**config.mk**
```make
export PLATFORM = sky130hd
export DESIGN_NAME = alu_sequencer_flat
export DESIGN_NICKNAME = d
export VERILOG_FILES = /design/src/rtl/alu_seq_pkg.sv /design/src/rtl/alu_sequencer_if.sv /design/src/rtl/alu_7bits.sv /design/src/rtl/alu_sequencer.sv /design/src/flat_wrapper.sv
export SDC_FILE = /design/constraint.sdc
export NUM_CORES = 1
export LEC_CHECK = 0
export BUFFER_PORTS_ARGS = -buffer_cell sky130_fd_sc_hd__buf_2
export CAP_MARGIN = 20
export CORE_UTILIZATION = 46
export DETAILED_ROUTE_END_ITERATION = 10
export PLACE_DENSITY = 0.66
export SYNTH_ARGS = -nofsm -noshare
export SYNTH_HDL_FRONTEND = slang
export SYNTH_HIERARCHICAL = 1
export SYNTH_SLANG_ARGS = --single-unit
```
**constraint.sdc**
```tcl
create_clock -name clk -period 6.6 [get_ports clk]
set_input_delay 1.32 -clock clk [delete_from_list [all_inputs] [get_ports clk]]
set_output_delay 1.32 -clock clk [all_outputs]
set_load 0.03 [all_outputs]
```
**src/rtl/alu_seq_pkg.sv**
```systemverilog
// Shared constants and FSM encoding for the ALU command sequencer.
package alu_seq_pkg;

  localparam int DATA_W = 8;

  // Command codes carried on cmd_op
  localparam logic [2:0] CMD_ADD  = 3'b000;
  localparam logic [2:0] CMD_SUB  = 3'b001;
  localparam logic [2:0] CMD_LOAD = 3'b010;
  localparam logic [2:0] CMD_MUL  = 3'b011;
  localparam logic [2:0] CMD_READ = 3'b100;

  // Operation codes understood by alu_7bits
  localparam logic [2:0] ALU_OP_ADD = 3'b000;
  localparam logic [2:0] ALU_OP_SUB = 3'b001;

  typedef enum logic [1:0] {
    IDLE = 2'b00,
    EXEC = 2'b01,
    MUL  = 2'b10,
    RESP = 2'b11
  } state_e;

endpackage

```
**src/rtl/alu_sequencer_if.sv**
```systemverilog
// Command and response handshake bundle between decode front end and sequencer.
interface alu_sequencer_if;
  import alu_seq_pkg::*;

  logic              cmd_valid;
  logic              cmd_ready;
  logic [2:0]        cmd_op;
  logic [DATA_W-1:0] cmd_data;
  logic              rsp_valid;
  logic              rsp_ready;
  logic [DATA_W-1:0] rsp_data;
  logic              rsp_zero;
  logic              rsp_err;
  logic              busy;

  // Front end side: issues commands, consumes responses
  modport master (
    output cmd_valid, cmd_op, cmd_data, rsp_ready,
    input  cmd_ready, rsp_valid, rsp_data, rsp_zero, rsp_err, busy
  );

  // Sequencer side
  modport slave (
    input  cmd_valid, cmd_op, cmd_data, rsp_ready,
    output cmd_ready, rsp_valid, rsp_data, rsp_zero, rsp_err, busy
  );
endinterface

```
**src/rtl/alu_7bits.sv**
```systemverilog
// Shared combinational ALU datapath (8-bit operands, modulo-256 results).
module alu_7bits (
  input  logic [7:0] A,
  input  logic [7:0] B,
  input  logic [2:0] op,
  output logic [7:0] S
);
  // Operation select; carries and borrows are dropped
  always_comb begin
    S = A + B;
    case (op)
      3'b000:  S = A + B;
      3'b001:  S = A - B;
      3'b010:  S = A & B;
      3'b011:  S = A | B;
      3'b100:  S = A ^ B;
      default: S = A;
    endcase
  end
endmodule

```
**src/rtl/alu_sequencer.sv**
```systemverilog
// Accumulator controller sequencing alu_7bits from a command stream.
// Optional feature macro ALU_SEQ_MUL_EN: compiles in the iterative shift-add
// multiplier; without it op 011 is answered as an illegal command.
module alu_sequencer #(
  parameter int DATA_W = 8
) (
  input  logic           clk,
  input  logic           rst,
  alu_sequencer_if.slave bus
);
  import alu_seq_pkg::*;

  state_e            state, state_nxt;
  logic [2:0]        op_q;
  logic [DATA_W-1:0] data_q, acc;
  logic [DATA_W-1:0] alu_a, alu_b, alu_s;
  logic [2:0]        alu_op;
  logic [DATA_W-1:0] exec_res;
  logic              exec_err;
  logic [DATA_W-1:0] rsp_data;
  logic              rsp_zero, rsp_err;
  logic              accept;

`ifdef ALU_SEQ_MUL_EN
  localparam bit MUL_EN = 1'b1;
  logic [DATA_W-1:0] prod, mcand, mplier, prod_nxt;
  logic [2:0]        cnt;
`else
  localparam bit MUL_EN = 1'b0;
`endif

  assign accept        = bus.cmd_valid && bus.cmd_ready;
  assign bus.cmd_ready = (state == IDLE) && !rst;
  assign bus.rsp_valid = (state == RESP);
  assign bus.busy      = (state != IDLE);
  assign bus.rsp_data  = rsp_data;
  assign bus.rsp_zero  = rsp_zero;
  assign bus.rsp_err   = rsp_err;

  alu_7bits u_alu (
    .A  (alu_a),
    .B  (alu_b),
    .op (alu_op),
    .S  (alu_s)
  );

  // Next-state logic
  always_comb begin
    state_nxt = state;
    case (state)
      IDLE: if (accept) state_nxt = (MUL_EN && bus.cmd_op == CMD_MUL) ? MUL : EXEC;
      EXEC: state_nxt = RESP;
`ifdef ALU_SEQ_MUL_EN
      MUL:  if (cnt == 3'd7) state_nxt = RESP;
`endif
      RESP: if (bus.rsp_ready) state_nxt = IDLE;
      default: state_nxt = IDLE;
    endcase
  end

  // ALU operand steering: accumulator path normally, product path while multiplying
  always_comb begin
    alu_a  = acc;
    alu_b  = data_q;
    alu_op = (op_q == CMD_SUB) ? ALU_OP_SUB : ALU_OP_ADD;
`ifdef ALU_SEQ_MUL_EN
    if (state == MUL) begin
      alu_a  = prod;
      alu_b  = mcand;
      alu_op = ALU_OP_ADD;
    end
`endif
  end

  // Single-cycle command result; unknown codes leave acc untouched and flag an error
  always_comb begin
    exec_res = acc;
    exec_err = 1'b0;
    case (op_q)
      CMD_ADD, CMD_SUB: exec_res = alu_s;
      CMD_LOAD:         exec_res = data_q;
      CMD_READ:         exec_res = acc;
      default:          exec_err = 1'b1;
    endcase
  end

  // State, latched command, accumulator and registered response
  always_ff @(posedge clk) begin
    if (rst) begin
      state    <= IDLE;
      op_q     <= '0;
      data_q   <= '0;
      acc      <= '0;
      rsp_data <= '0;
      rsp_zero <= 1'b0;
      rsp_err  <= 1'b0;
    end else begin
      state <= state_nxt;
      if (accept) begin
        op_q   <= bus.cmd_op;
        data_q <= bus.cmd_data;
      end
      if (state == EXEC) begin
        acc      <= exec_res;
        rsp_data <= exec_res;
        rsp_zero <= (exec_res == '0);
        rsp_err  <= exec_err;
      end
`ifdef ALU_SEQ_MUL_EN
      if (state == MUL && cnt == 3'd7) begin
        acc      <= prod_nxt;
        rsp_data <= prod_nxt;
        rsp_zero <= (prod_nxt == '0);
        rsp_err  <= 1'b0;
      end
`endif
    end
  end

`ifdef ALU_SEQ_MUL_EN
  // Partial product takes the adder sum only when the current multiplier bit is set
  assign prod_nxt = mplier[0] ? alu_s : prod;

  // Shift-add registers: seeded at acceptance, one multiplier bit per cycle
  always_ff @(posedge clk) begin
    if (rst) begin
      prod   <= '0;
      mcand  <= '0;
      mplier <= '0;
      cnt    <= '0;
    end else if (accept) begin
      prod   <= '0;
      mcand  <= acc;
      mplier <= bus.cmd_data;
      cnt    <= '0;
    end else if (state == MUL) begin
      prod   <= prod_nxt;
      mcand  <= mcand << 1;
      mplier <= mplier >> 1;
      cnt    <= cnt + 3'd1;
    end
  end
`endif

endmodule

```
**src/flat_wrapper.sv**
```systemverilog
// flat-port wrapper written by rule: the top's interface ports become plain ports
module alu_sequencer_flat import alu_seq_pkg::*;
#(
  parameter int DATA_W = 8
)
  (clk, rst, bus_cmd_valid, bus_cmd_op, bus_cmd_data, bus_rsp_ready, bus_cmd_ready, bus_rsp_valid, bus_rsp_data, bus_rsp_zero, bus_rsp_err, bus_busy);
  alu_sequencer_if bus_i ();
  input  logic clk;
  input  logic rst;
  input wire logic [$bits(bus_i.cmd_valid)-1:0] bus_cmd_valid;
  input wire logic [$bits(bus_i.cmd_op)-1:0] bus_cmd_op;
  input wire logic [$bits(bus_i.cmd_data)-1:0] bus_cmd_data;
  input wire logic [$bits(bus_i.rsp_ready)-1:0] bus_rsp_ready;
  output wire logic [$bits(bus_i.cmd_ready)-1:0] bus_cmd_ready;
  output wire logic [$bits(bus_i.rsp_valid)-1:0] bus_rsp_valid;
  output wire logic [$bits(bus_i.rsp_data)-1:0] bus_rsp_data;
  output wire logic [$bits(bus_i.rsp_zero)-1:0] bus_rsp_zero;
  output wire logic [$bits(bus_i.rsp_err)-1:0] bus_rsp_err;
  output wire logic [$bits(bus_i.busy)-1:0] bus_busy;
  assign bus_i.cmd_valid = bus_cmd_valid;
  assign bus_i.cmd_op = bus_cmd_op;
  assign bus_i.cmd_data = bus_cmd_data;
  assign bus_i.rsp_ready = bus_rsp_ready;
  assign bus_cmd_ready = bus_i.cmd_ready;
  assign bus_rsp_valid = bus_i.rsp_valid;
  assign bus_rsp_data = bus_i.rsp_data;
  assign bus_rsp_zero = bus_i.rsp_zero;
  assign bus_rsp_err = bus_i.rsp_err;
  assign bus_busy = bus_i.busy;
  alu_sequencer #(.DATA_W(DATA_W)) u_core (.clk(clk), .rst(rst), .bus(bus_i));
endmodule
```
Yosys cells after proc, flatten, opt, wreduce, memory -nomap -nowiden:

Cells that the tools add are included.

* muxes and demuxes: 7
* add/sub/neg operators: 2
* bitwise gates (word level): 3
* reductions and logical operators: 11
* equal/unequal tests: 11

Operators by type and width (count)
* $pmux 8 s5: 1
* $pmux 8 s2: 1
* $eq 3x2->1 const B: 3
* $add 8x8->8: 1
* $and 8x8->8: 1
* $logic_not 8->1: 1
* $or 8x8->8: 1
* $sub 8x8->8: 1
* $xor 8x8->8: 1
* $eq 3x1->1 const B: 2
* $eq 3x3->1 const B: 2
* $logic_not 3->1: 2
* $pmux 2 s3: 1
* $mux 2: 2
* $reduce_or 4->1: 1
* $eq 2x1->1 const B: 1
* $eq 2x2->1 const B: 1
* $logic_and 1x1->1: 2
* $logic_not 2->1: 1
* $mux 1: 2
* $ne 2x1->1 const B: 1
* $ne 2x2->1 const B: 1
* $reduce_and 2->1: 1
* $reduce_bool 2->1: 1
* other kinds (2): 2

* register bits after elaboration: 23
* output and inout bits: 13
* word-level logic and storage cells: 40

Longest topological paths before layout:

* word-level depth: 6
* mapped depth: 16
* depth with buffers taken out: 15

Cells and area by module:

Netlist, hierarchy kept.

Modules (own cells, without submodules)
* alu_sequencer: instances 1, area an instance 1056.0 sq um, cells an instance 136
* alu_7bits: instances 1, area an instance 1047.3 sq um, cells an instance 149

Worst setup path before layout:

OpenSTA, ideal clock, no wires.

* path type: flip-flop to flip-flop
* from: register u_core.op_q[2]
* to: register u_core.rsp_zero (netlist: u_core/bus.rsp_zero)
* library setup time: 0.087 ns
* cell stages (with the launch flop): 16
* period minus slack after synthesis: 3.479 ns
* data arrival time: 3.392 ns
* required time: 6.513 ns
* slack: 3.121 ns
* cells stage by stage: dfxtp_1 > buf_2 > nor2_1 > and2_1 > nor3b_4 > mux2_2 > fa_1 > nor2b_4 > o21a_1 > o21a_1 > or4_1 > nand3_1 > o32ai_2 > nor2_1 > or4_1 > o31ai_1

* longest elaborated chain between the ends: 6

RTL lines
* from (decl): RTL line alu_sequencer.sv:14 `logic [2:0] op_q;`
* from (signal assigned): RTL line alu_sequencer.sv:100 `op_q <= bus.cmd_op;`
* $eq 3x1->1 *: RTL line alu_sequencer.sv:65 `alu_op = (op_q == CMD_SUB) ? ALU_OP_SUB : ALU_OP_ADD;`
* $mux 1 *: RTL line alu_sequencer.sv:65
* via u_core.alu_op[0]: RTL line alu_sequencer.sv:17 `logic [2:0] alu_op;`
* $eq 3x3->1, or another cell as far along: RTL line alu_7bits.sv:11 `case (op)`
* $pmux 8 s5 *: RTL line alu_7bits.sv:11
* via u_core.alu_s[6]: RTL line alu_sequencer.sv:16 `logic [DATA_W-1:0] alu_a, alu_b, alu_s;`
* $pmux 8 s2 *: RTL line alu_sequencer.sv:79 `case (op_q)`
* $logic_not 8->1 *: RTL line alu_sequencer.sv:106 `rsp_zero <= (exec_res == '0);`
* to (signal assigned): RTL line alu_sequencer.sv:106
* to (decl): RTL line alu_sequencer.sv:21 `logic rsp_zero, rsp_err;`

Mark *: on every way through the listed nets, which the timed path passes. The rest lies on a longest branch.
A chain may end at the register's enable or synchronous reset.

Final worst setup path:

Same ends and word-level chain as after synthesis.

==> metrics.txt <==
DRC=0; Synth area leaders=dfxtp_1 22%, ha_1 14%, nand2_1 6.2%; n_diodes=0; gp weighted congestion=0.9477; CTS Hold Buffers Added=0; sequential-to-total area share from yosys stat=21.89%; Final TNS setup=0 ns; Area Growth Syn to Fin=10.47%; unrepaired setup endpoints after global routing=no; 1st-iter DRT viols=199; number of global-route vias before repair=1725; PortBufs=27; worst slack, placed=2.510 ns; VDD IR max=0.1474 mV; wire per inst=14.28 µm; Longest Clk Path Bufs=2; share of synthesized cell area in full adder, half adder and majority cells=15.23%; leading area contributor after synthesis=dfxtp_1; Worst Max-Slew Pin Slew=0.5956 ns; first-pass GRT wire length=8.459 mm; WS Path Type=flip-flop to flip-flop; required time worst endpoint=6.79 ns; vias=2097; grt total ovfl=0; # IOs=28; clk_skew=0.0008909 ns; EDFF count, synth=0; Startpoint Class=flip-flop; initial antenna violation count=0; # rows=24; Max-Cap Viols=0; Post-DP Area=2275 µm²; Leakage=0.9888 nW; cells after synthesis=285; run status=completed; ANT nets after route=0; total track usage=21.73%; count leader, synth=nand2_1; clock root buffer=clkbuf_8; TritonCTS clock tree=done; Yosys top cell area share=21.89%; f_max=0.2394 GHz; drt via density=5.793; final setup vio count=0; Initial Util=47.97%; Die Span Y=69.62 µm; minimum clock period=4.176 ns; final setup margin=2.424 ns; Detailed Route WL=5.171 mm; post-synth design cell area=2103 µm²; core area=4384 µm²; Synth Area in Compound Gates=24.87%; CTS buffer count=3; clk_lat worst skew=0.26 ns; post-synthesis mux area share=0.5354%; post-DP HPWL=3.917 mm; DIE WIDTH=69.62 µm; worst min-delay path class=flip-flop to flip-flop; Syn Area/Cell=7.380 µm²; Arr. time, crit path=4.36 ns; main combinational cell family by area after synthesis=simple AND/OR/NAND/NOR gates; largest net degree at the start of global routing=25; Final Hold Vio Count=0; relative slew slack=60.29%; CTS clk-pin slew, worst paths=0.08 ns; ys flop type=dfxtp_1; Yosys cell types=54; # nets final=351; pwr dens=228.0 nW/µm²; clock sinks=23; Max FO, Critical Path=15; Die ar.=4847 µm²; final instance area=2323 µm²; FFs w/ async S/R, synth=0%; Worst Setup End Kind=flip-flop; cts repair resizes=0; top cells by instance count after synthesis=35 x nand2_1, 25 x a21oi_1, 24 x ha_1, 23 x dfxtp_1, 23 x nor2_1; postcts setup bufs=0; register bit total from synthesis=23; share of post-route cells with drive strength above 1=13.55%; drt first pass iters=5; Synth Area in XOR/XNOR=4.164%; CTS H-Tree Depth=1; period utilisation layout=63.28%; final slew viol count=0; post-synthesis simple-gate area fraction=26.95%; number of synthesis warnings=6
-- cells in the final DEF, fill, tap and decap left out, drive strengths merged, types with 6 or more instances in the layout --
master | synthesis | routed
nor3 | 8 | 8
buf | 6 | 27
o21ai | 21 | 21
nor2 | 23 | 23
ha | 24 | 24
conb | 1 | 7
a21oi | 25 | 25
dfxtp | 23 | 23
nand3 | 6 | 6
nand2 | 35 | 35
xnor2 | 8 | 8
nand2b | 11 | 11
inv | 21 | 21
-- state kept, by name (all words and copies together) (netlist names) --
register and count:
u_core/bus.rsp_err 1, u_core/bus.rsp_data 8, u_core/op_q 3, u_core/alu_b 8
u_core/state 2, u_core/bus.rsp_zero 1
-- critical path: stages, from the launching register on --
cell and delay, ns:
dfxtp_1 0.43, nor2_1 0.28, and2_1 0.56, nor3b_4 0.42, mux2_2 0.40, fa_1 0.45, nor2b_4 0.13, o21a_1 0.15
o21a_1 0.16, or4_1 0.12, nand3_1 0.08, o32ai_2 0.11, nor2_1 0.09, or4_1 0.47, o31ai_1 0.23
-- worst paths after layout --
check                                startpoint                   to  slack (ns)  depth (start not counted)
worst max-delay path             u_core/op_q[2]  u_core/bus.rsp_zero        2.42                         14
worst max register to register   u_core/op_q[2]  u_core/bus.rsp_zero        2.42                         14
worst min register to register  u_core/state[0]      u_core/state[1]        0.50                          2
worst min-delay path            u_core/state[0]      u_core/state[1]        0.50                          2
-- cell type report --
class | count | area, µm²
fillers | 437 | 2061
multi-input cells | 235 | 1535
flip-flops and latches | 23 | 460.4
repair buffers | 27 | 135.1
inverters | 21 | 78.83
well taps | 52 | 65.06
clock buffers | 3 | 41.29
clock inverters | 1 | 7.507
-- kinds of logic (layout without fill, tap and decap cells) --
logic type / count (synthesis) / after routing
DFF: 23 / 23
muxes: 1 / 1
other: 1 / 7
adders and majority gates: 25 / 25
and+or+nand+nor: 110 / 110
buffers and inverters: 33 / 52
xor gates and xnor gates: 10 / 10
AOI/OAI and AO/OA: 82 / 82
-- power by group --
| group | internal, W | total (W) | switching, W |
|---|---|---|---|
| Combinational | 0.000112 | 0.000261 | 0.000149 |
| Clock | 0.0000427 | 0.0000892 | 0.0000465 |
| Sequential | 0.000153 | 0.000180 | 0.0000267 |
-- per-layer routing --
layer	routed length [µm]	track usage (%)	vias up
li1	-	-	1043
met3	304	2.762	7
met4	87	5.333	0
met1	2549	32.79	966
met2	2230	32.58	81
met5	0	0	-
-- stage by stage --
| step | power, W | hold slack [ns] | cells | utilization, % |
|---|---|---|---|---|
| floorplan | 0.0003814 | 0.4565 | 291 | - |
| global placement | 0.0004352 | 0.4824 | 358 | 51.88 |
| detailed placement | 0.0004351 | 0.4817 | 358 | 51.88 |
| CTS | 0.0005255 | 0.4965 | 362 | 53.00 |
| global route | 0.0005711 | 0.5297 | 362 | 53.00 |
| finish | 0.0005297 | 0.5026 | 362 | 53.00 |
Note: power is estimated with default switching activity, not from simulation.
